`config.mk`:
```
export PLATFORM = sky130hd
export DESIGN_NAME = serial_subtractor
export DESIGN_NICKNAME = d
export VERILOG_FILES = /design/src/rtl/serial_subtractor.sv
export SDC_FILE = /design/constraint.sdc
export NUM_CORES = 1
export LEC_CHECK = 0
export ABC_CLOCK_PERIOD_IN_PS = 9000
export CAP_MARGIN = 20
export CORE_MARGIN = 2
export CORE_UTILIZATION = 45
export CTS_BUF_LIST = sky130_fd_sc_hd__clkbuf_4
export CTS_CLUSTER_SIZE = 25
export DETAILED_ROUTE_END_ITERATION = 7
export HOLD_SLACK_MARGIN = 0.02
export PLACE_DENSITY = 0.77
export SLEW_MARGIN = 25
export SYNTH_ARGS = -nofsm -noshare
export SYNTH_HDL_FRONTEND = slang
export SYNTH_SLANG_ARGS = --single-unit
```
`constraint.sdc`:
```
create_clock -name Clock -period 9 [get_ports Clock]
set_input_delay 1.8 -clock Clock [delete_from_list [all_inputs] [get_ports Clock]]
set_output_delay 1.8 -clock Clock [all_outputs]
set_load 0.01 [all_outputs]
```
`src/rtl/serial_subtractor.sv`:
```
// Bit-serial subtractor: computes A - B one bit per clock, LSB first,
// and publishes the difference plus borrow/zero/negative/overflow flags
// together with a one-cycle Done pulse.
module serial_subtractor #(
   parameter int unsigned WIDTH = 24
) (
   input  logic             Clock,
   input  logic             Reset,
   input  logic             Start,
   input  logic [WIDTH-1:0] A,
   input  logic [WIDTH-1:0] B,
   output logic             Busy,
   output logic             Done,
   output logic [WIDTH-1:0] Diff,
   output logic             BOUT,
   output logic             Zero,
   output logic             Negative,
   output logic             Overflow
);

   localparam int unsigned CW = (WIDTH > 1) ? $clog2(WIDTH) : 1;

   typedef enum logic [1:0] {
      S_IDLE  = 2'd0,
      S_SHIFT = 2'd1,
      S_DONE  = 2'd2
   } state_t;

   state_t           r_state;
   state_t           w_next_state;
   logic             w_accept;
   logic             w_last;
   logic             w_d;
   logic             w_bw_next;

   logic [WIDTH-1:0] r_a;
   logic [WIDTH-1:0] r_b;
   logic [WIDTH-1:0] r_res;
   logic             r_a_msb;
   logic             r_b_msb;
   logic             r_bw;
   logic [CW-1:0]    r_cnt;

   // State register
   always_ff @(posedge Clock or posedge Reset) begin
      if (Reset) begin
         r_state <= S_IDLE;
      end else begin
         r_state <= w_next_state;
      end
   end

   // Next-state logic and one-bit full-subtractor cell
   always_comb begin
      w_next_state = r_state;
      w_accept     = 1'b0;
      w_last       = (r_cnt == CW'(WIDTH - 1));
      w_d          = r_a[0] ^ r_b[0] ^ r_bw;
      w_bw_next    = (~r_a[0] & r_b[0]) | (~r_a[0] & r_bw) | (r_b[0] & r_bw);
      case (r_state)
         S_IDLE: begin
            if (Start) begin
               w_accept     = 1'b1;
               w_next_state = S_SHIFT;
            end
         end
         S_SHIFT: begin
            if (w_last) begin
               w_next_state = S_DONE;
            end
         end
         S_DONE: begin
            if (Start) begin
               w_accept     = 1'b1;
               w_next_state = S_SHIFT;
            end else begin
               w_next_state = S_IDLE;
            end
         end
         default: begin
            w_next_state = S_IDLE;
         end
      endcase
   end

   // Operand capture, serial shifting, and result/flag publication
   always_ff @(posedge Clock or posedge Reset) begin
      if (Reset) begin
         r_a      <= '0;
         r_b      <= '0;
         r_res    <= '0;
         r_a_msb  <= 1'b0;
         r_b_msb  <= 1'b0;
         r_bw     <= 1'b0;
         r_cnt    <= '0;
         Busy     <= 1'b0;
         Done     <= 1'b0;
         Diff     <= '0;
         BOUT     <= 1'b0;
         Zero     <= 1'b0;
         Negative <= 1'b0;
         Overflow <= 1'b0;
      end else begin
         // Status lags the state by one edge so Busy/Done never overlap
         Busy <= (r_state == S_SHIFT);
         Done <= (r_state == S_DONE);

         if (w_accept) begin
            r_a     <= A;
            r_b     <= B;
            r_a_msb <= A[WIDTH-1];
            r_b_msb <= B[WIDTH-1];
            r_res   <= '0;
            r_bw    <= 1'b0;
            r_cnt   <= '0;
         end else if (r_state == S_SHIFT) begin
            r_a   <= {1'b0, r_a[WIDTH-1:1]};
            r_b   <= {1'b0, r_b[WIDTH-1:1]};
            r_res <= {w_d, r_res[WIDTH-1:1]};
            r_bw  <= w_bw_next;
            if (!w_last) begin
               r_cnt <= r_cnt + CW'(1);
            end
         end

         // Outputs only change here, so partial results are never visible
         if (r_state == S_DONE) begin
            Diff     <= r_res;
            BOUT     <= r_bw;
            Zero     <= (r_res == '0);
            Negative <= r_res[WIDTH-1];
            Overflow <= (r_a_msb != r_b_msb) & (r_res[WIDTH-1] != r_a_msb);
         end
      end
   end

endmodule
```
==> metrics, run 1 <==
Worst Min Path Start r_b[9]; Synth Area per Inst 11.80 um^2; first-pass GRT wire length 15610 um; pwr dens 285.6 mW/mm^2; clock sinks 111; outcome completed; post-CTS repair timing setup buffer count 0; Vias 3259; number of cells on the worst hold path 2; worst-skew pair later-pin latency 0.45 ns; final wirelength 9070 um; Sw Share 0.3758; Total Die Area 0.01088 mm^2; Fmax 0.3048 GHz; Max IR drop VDD 0.1446 mV; core footprint 0.009774 mm^2; relative contribution of the clock network to total power 0.152; YS warnings 0; Remaining Overflow, GRT 0; commonest cells after routing, fill and taps aside 111 x dfrtp_1, 80 x clkdlybuf4s50_1, 55 x nand2_1, 46 x nand3_1, 45 x a22oi_1; data arrival time of the critical path 3.64 ns; initial standard-cell utilization of the core 0.4634; Worst Reg2Reg Path Length in Cells 5; relative contribution of combinational cells to total power 0.341; total number of placement rows 36; share of cell area taken by muxes after synthesis 0.06436; antenna diode instance count 0; worst clock skew 0.01170 ns; # resized after CTS 0; global placer's final weighted congestion 0.7277; static power due to leakage 2.602 nW; flops & latches, synth 111; Detailed Route Iter0 Violations 149; setup slack, reg-to-reg 6.51 ns; vias per cell 5.561; cell at the root of the clock tree clkbuf_4; synthesized-area fraction occupied by and/or/nand/nor cells 0.1301; Worst EP required 9.36 ns; final setup TNS 0 ns; final setup violation count 0; antenna violations before repair 0; total number of H-tree levels 3; height of the chip 104.3 um; crit path capture type register; count of hold-fix buffers inserted at cts 0; count of unresolved DRC violations after routing 0; most frequent standard cell in the layout excluding fill and tap cells dfrtp_1; CP Class in -> reg; growth of design area from synthesis to finish 22.38%; cells along the critical path clkdlybuf4s50_1 -> nor2b_4 -> buf_4 -> nor2_4 -> a22o_1; PortBufs 80; Routed wire per std cell 15.48 um; post-detailed-route count of antenna-violating nets 0; vias in the first global route 3195; Max-slew headroom 0.3629; share of synthesized cell area in full adder, half adder and majority cells 0.007182; crit path setup slack, layout 5.719 ns; IO Count 81; number of iterations in the first detailed-routing pass 5; maximum buffer depth of the clock tree 2; proportion of layout cells with a drive suffix above 1 0.1082; CP max stage cell clkdlybuf4s50_1; number of buffers inserted during clock tree synthesis 9; Slew @ Worst Pin 0.9556 ns; net load switching power 594.8 uW; power consumption 1.583 mW; Critical Path Start Type primary input; clock transition at the registers of the reported paths 0.17 ns; TritonCTS clock tree done; synthesized instance count 384; maximum number of pins on one net before global-route repair 80; synthesized-area fraction occupied by ao, oa, aoi and oai cells 0.1450; final slew viol count 0; All-Layer GR Usage 0.1741; unrepaired setup endpoints after global routing no; internal power 988.1 uW; source of the worst register-to-register timing path r_state[0]; hold slack 0.5124 ns; Fin. Hold Viols 0; Hold Crit Endpoint r_b[8]; share of synthesized area occupied by flip-flops and latches 0.6133; number of nets in the synthesized netlist 437; pre-CTS WS 5.259 ns; critical path's largest stage delay 0.51 ns; minimum period implied by the final worst setup slack 3.281 ns; Flop pwr share 0.507; dpl hpwl 5855 um; number of fillers in the final layout 872; Hold WC Path Type reg -> reg; Reg2Reg Capture Point r_res[1]; total number of nets in the final design 501; Cell Area, Synth 0.004529 mm^2; final instance count without filler cells 586; placed cells 569; # Max-Cap Violations 0; share of the clock period used by the worst path after layout 0.3646; dominant combinational cell family by area after synthesis compound AO/OA/AOI/OAI gates; xor/xnor cell area share of the yosys netlist 0; biggest fanout along the worst timing path 42; Die Width 104.3 um; number of unique standard cell types used by synthesis 34
-- layout make-up --
type                       instances  area, um^2  share of cell area
sequential                       111        2778              0.5011
multi-input combinational        237        1580              0.2851
tap                              133       166.4             0.03002
clock inverter                     7       76.32             0.01377
inverter                           5       23.77            0.004289
clock buffer                       9       67.56             0.01219
timing repair buffer              84       850.8              0.1535
-- Yosys cell counts (all sizes together) --
master / count / area [um^2]
a21oi: 5 / 25.02
a221o: 1 / 10.01
a22o: 26 / 227.7
a22oi: 45 / 337.8
a31o: 1 / 8.760
and2: 2 / 12.51
and3b: 1 / 8.760
and4b: 1 / 10.01
buf: 25 / 137.6
clkbuf: 6 / 22.52
dfrtp: 111 / 2778
fa: 1 / 20.02
ha: 1 / 12.51
inv: 5 / 21.27
mux2: 25 / 281.5
mux2i: 1 / 10.01
nand2: 55 / 206.5
nand2b: 3 / 18.77
nand3: 46 / 230.2
nand3b: 1 / 7.510
nand4: 2 / 12.51
nor2: 2 / 15.01
nor2b: 1 / 8.760
nor3: 3 / 15.01
nor4: 6 / 37.54
o2111a: 1 / 11.26
o21ai: 4 / 20.02
o2bb2ai: 1 / 8.760
o31ai: 1 / 7.510
or3: 1 / 6.260
-- how the worst max path moves through the flow --
stage	from	end	cells past startpoint
2_1_floorplan	Reset	BOUT	1
4_1_cts	Diff[23]	Diff[23]	1
3_3_place_gp	Start	r_res[14]	5
3_5_place_dp	Start	r_res[6]	5
5_1_grt	Start	r_a[23]	5
6_report	Start	r_res[1]	5
-- layer usage --
| metal | track usage | share of wire | vias up |
|---|---|---|---|
| met3 | 0.03885 | 0.048 | 11 |
| met2 | 0.2880 | 0.49 | 107 |
| met1 | 0.2292 | 0.44 | 1616 |
| li1 | - | - | 1525 |
| met4 | 0.05309 | 0.014 | 0 |
| met5 | 0 | 0 | - |
-- cell families after synthesis --
| logic type | Yosys count |
|---|---|
| AND/OR/NAND/NOR | 124 |
| flip-flops | 111 |
| AO/OA/AOI/OAI | 85 |
| buffers and inverters | 36 |
| multiplexers | 26 |
| adder cells (fa/ha/maj) | 2 |
-- registers in the layout, indices dropped and copies added (netlist names) --
| signal | count |
|---|---|
| r_bw | 1 |
| r_a_msb | 1 |
| r_state | 2 |
| r_b_msb | 1 |
| r_res | 24 |
| Done | 1 |
| Busy | 1 |
| r_a | 24 |
| Diff | 24 |
| r_b | 24 |
| r_cnt | 5 |
| BOUT | 1 |
| Overflow | 1 |
| Zero | 1 |
-- worst max-delay path, delay by kind of cell --
family	cells	cell delay, ns
simple gates	2	0.58
buf+inv	2	0.98
compound gates	1	0.26
-- stage by stage --
step,utilization,instance area [um^2]
after floorplan,-,4529
final,0.5671,5543
after detailed placement,0.5495,5371
after global placement,0.5495,5371
after CTS,0.5643,5515
after global routing,0.5671,5543
-- power groups by stage --
| stage | Combinational [mW] | Clock [mW] | Sequential [mW] |
|---|---|---|---|
| floorplan | 0.422 | 0 | 0.778 |
| global route | 0.607 | 0.270 | 0.826 |
| detailed placement | 0.533 | 0 | 0.810 |
| finish | 0.540 | 0.240 | 0.803 |
| global placement | 0.509 | 0 | 0.802 |
| CTS | 0.533 | 0.249 | 0.801 |
Note: power is estimated with default switching activity, not from simulation.
==> inputs of run 2 (changes only) <==
--- a/config.mk
+++ b/config.mk
@@ -5,7 +5,7 @@
 export SDC_FILE = /design/constraint.sdc
 export NUM_CORES = 1
 export LEC_CHECK = 0
-export ABC_CLOCK_PERIOD_IN_PS = 9000
+export ABC_CLOCK_PERIOD_IN_PS = 3250
 export CAP_MARGIN = 20
 export CORE_MARGIN = 2
 export CORE_UTILIZATION = 45
==> constraint.sdc (replaced) <==
create_clock -name Clock -period 3.25 [get_ports Clock]
set_input_delay 0.65 -clock Clock [delete_from_list [all_inputs] [get_ports Clock]]
set_output_delay 0.65 -clock Clock [all_outputs]
set_load 0.01 [all_outputs]
==> metrics, run 2 (same netlist as run 1, synthesis figures left out) <==
outcome completed (unchanged); post-CTS repair timing setup buffer count 0 (unchanged); Critical Path Start Type register (was primary input); cell depth of the worst setup path 1 (was 5); setup slack, reg-to-reg 1.42 ns (was 6.51 ns); antenna diode instance count 0 (unchanged); unrepaired setup endpoints after global routing no (unchanged); Die Width 104.3 um (unchanged); PortBufs 80 (unchanged); growth of design area from synthesis to finish 23.12% (was 22.38%); Hold WC Path Type reg -> reg (unchanged); initial standard-cell utilization of the core 0.4634 (unchanged); minimum period implied by the final worst setup slack 2.092 ns; total number of nets in the final design 502 (was 501); Slew @ Worst Pin 0.9508 ns (was 0.9556 ns); post-detailed-route count of antenna-violating nets 0 (unchanged); cell area after placement 0.005425 mm^2 (was 0.005371 mm^2); utilization of the core after routing 0.5705 (was 0.5671); Fin. Hold Viols 0 (unchanged); critical path's largest stage delay 0.56 ns (was 0.51 ns); CP Class reg -> out (was in -> reg); crit-path leading delay family buffers and inverters (unchanged); first-pass GRT wire length 15790 um (was 15610 um); post-route cell area 0.005577 mm^2 (was 0.005543 mm^2); Routed wire per std cell 15.56 um (was 15.48 um); number of fillers in the final layout 849 (was 872); total number of placement rows 36 (unchanged); maximum number of pins on one net before global-route repair 80 (unchanged); Detailed Route Iter0 Violations 191 (was 149); commonest cells after routing, fill and taps aside 111 x dfrtp_1, 80 x clkdlybuf4s50_1, 55 x nand2_1, 46 x nand3_1, 45 x a22oi_1 (unchanged); worst clock skew 0.02510 ns (was 0.01170 ns); vias in the first global route 3253 (was 3195); count of unresolved DRC violations after routing 0 (unchanged); maximum buffer depth of the clock tree 2 (unchanged); global placer's final weighted congestion 0.7410 (was 0.7277); Hold Crit Endpoint r_a[2] (was r_b[8]); Worst Min Path Start r_a[3] (was r_b[9]); share of the clock period used by the worst path after layout 0.6438; Vias 3254 (was 3259); source of the worst register-to-register timing path r_state[1] (was r_state[0]); worst-skew pair later-pin latency 0.47 ns (was 0.45 ns); pre-CTS WS 1.011 ns (was 5.259 ns); CP max stage cell clkdlybuf4s50_1 (unchanged); TritonCTS clock tree done (unchanged); total number of H-tree levels 3 (unchanged); Worst Reg2Reg Path Length in Cells 4 (was 5); antenna violations before repair 0 (unchanged); All-Layer GR Usage 0.1779 (was 0.1741); Reg2Reg Capture Point r_res[20] (was r_res[1]); proportion of layout cells with a drive suffix above 1 0.1101 (was 0.1082); crit path capture type output port (was register); cells along the critical path clkdlybuf4s50_1 (was clkdlybuf4s50_1 -> nor2b_4 -> buf_4 -> nor2_4 -> a22o_1); final slew viol count 0 (unchanged); final wirelength 9135 um (was 9070 um); data arrival time of the critical path 1.44 ns (was 3.64 ns); final setup violation count 0 (unchanged); cell at the root of the clock tree clkbuf_4 (unchanged); # Max-Cap Violations 0 (unchanged); clock transition at the registers of the reported paths 0.17 ns (about the same); power consumption 4.428 mW (was 1.583 mW); pwr dens 794.0 mW/mm^2 (was 285.6 mW/mm^2); most frequent standard cell in the layout excluding fill and tap cells dfrtp_1 (unchanged); vias per cell 5.543 (was 5.561); count of hold-fix buffers inserted at cts 0 (unchanged); static power due to leakage 2.610 nW (was 2.602 nW); number of buffers inserted during clock tree synthesis 9 (unchanged); number of cells on the worst hold path 2 (unchanged); Remaining Overflow, GRT 0 (unchanged); Total Die Area 0.01088 mm^2 (unchanged); dpl hpwl 5852 um (was 5855 um); number of iterations in the first detailed-routing pass 4 (was 5); Fmax 0.4779 GHz; final setup TNS 0 ns (unchanged); # resized after CTS 0 (unchanged); Worst EP required 2.60 ns (was 9.36 ns); core footprint 0.009774 mm^2 (unchanged); IO Count 81 (unchanged); height of the chip 104.3 um (unchanged); count of buffering cells on the critical path with inverters included 1 (was 2); clock sinks 111 (unchanged); crit path setup slack, layout 1.158 ns (was 5.719 ns); Max IR drop VDD 0.4799 mV (was 0.1446 mV); Max-slew headroom 0.3661 (was 0.3629); biggest fanout along the worst timing path 3 (was 42)
[run 2: layout make-up]
type	instances	area [um^2]	area share
Clock buffer	9	67.56	0.01212
Clock inverter	7	83.83	0.01503
Inverter	5	25.02	0.004487
Multi-Input combinational cell	237	1580	0.2834
Sequential cell	111	2778	0.4981
Tap cell	133	166.4	0.02984
Timing Repair Buffer	85	875.8	0.1571
[run 2: report_power, final]
group          switching [mW]  internal (mW)
clock                   0.467          0.250
sequential              0.359           1.86
combinational           0.808          0.679
[run 2: metrics by stage]
stage               hold slack, ns  std cells
floorplan                   0.4605        384
global placement            0.4707        571
detailed placement          0.4778        571
CTS                         0.5128        587
global route                0.5191        587
finish                      0.5145        587
[run 2: per-layer routing]
| layer | vias up | track usage | share of wire |
|---|---|---|---|
| met1 | 1631 | 0.2342 | 0.44 |
| met2 | 89 | 0.2979 | 0.50 |
| li1 | 1525 | - | - |
| met5 | - | 0 | 0 |
| met3 | 9 | 0.04261 | 0.052 |
| met4 | 0 | 0.04344 | 0.0081 |
[run 2: tightest hold or removal path: cells and delay by family, from the launching register on]
family / cells / cell delay, ns
AOI/OAI and AO/OA: 1 / 0.07
and+or+nand+nor: 1 / 0.06
DFF: 1 / 0.38
[run 2: how the worst max path moves through the flow]
| stage | slack [ns] | start | to |
|---|---|---|---|
| 2_1_floorplan | 1.26 | Reset | BOUT |
| 3_3_place_gp | 1.05 | Start | r_b[0] |
| 3_5_place_dp | 1.01 | Start | r_b[23] |
| 4_1_cts | 1.12 | Diff[23] | Diff[23] |
| 5_1_grt | 1.07 | Diff[23] | Diff[23] |
| 6_report | 1.16 | Diff[23] | Diff[23] |
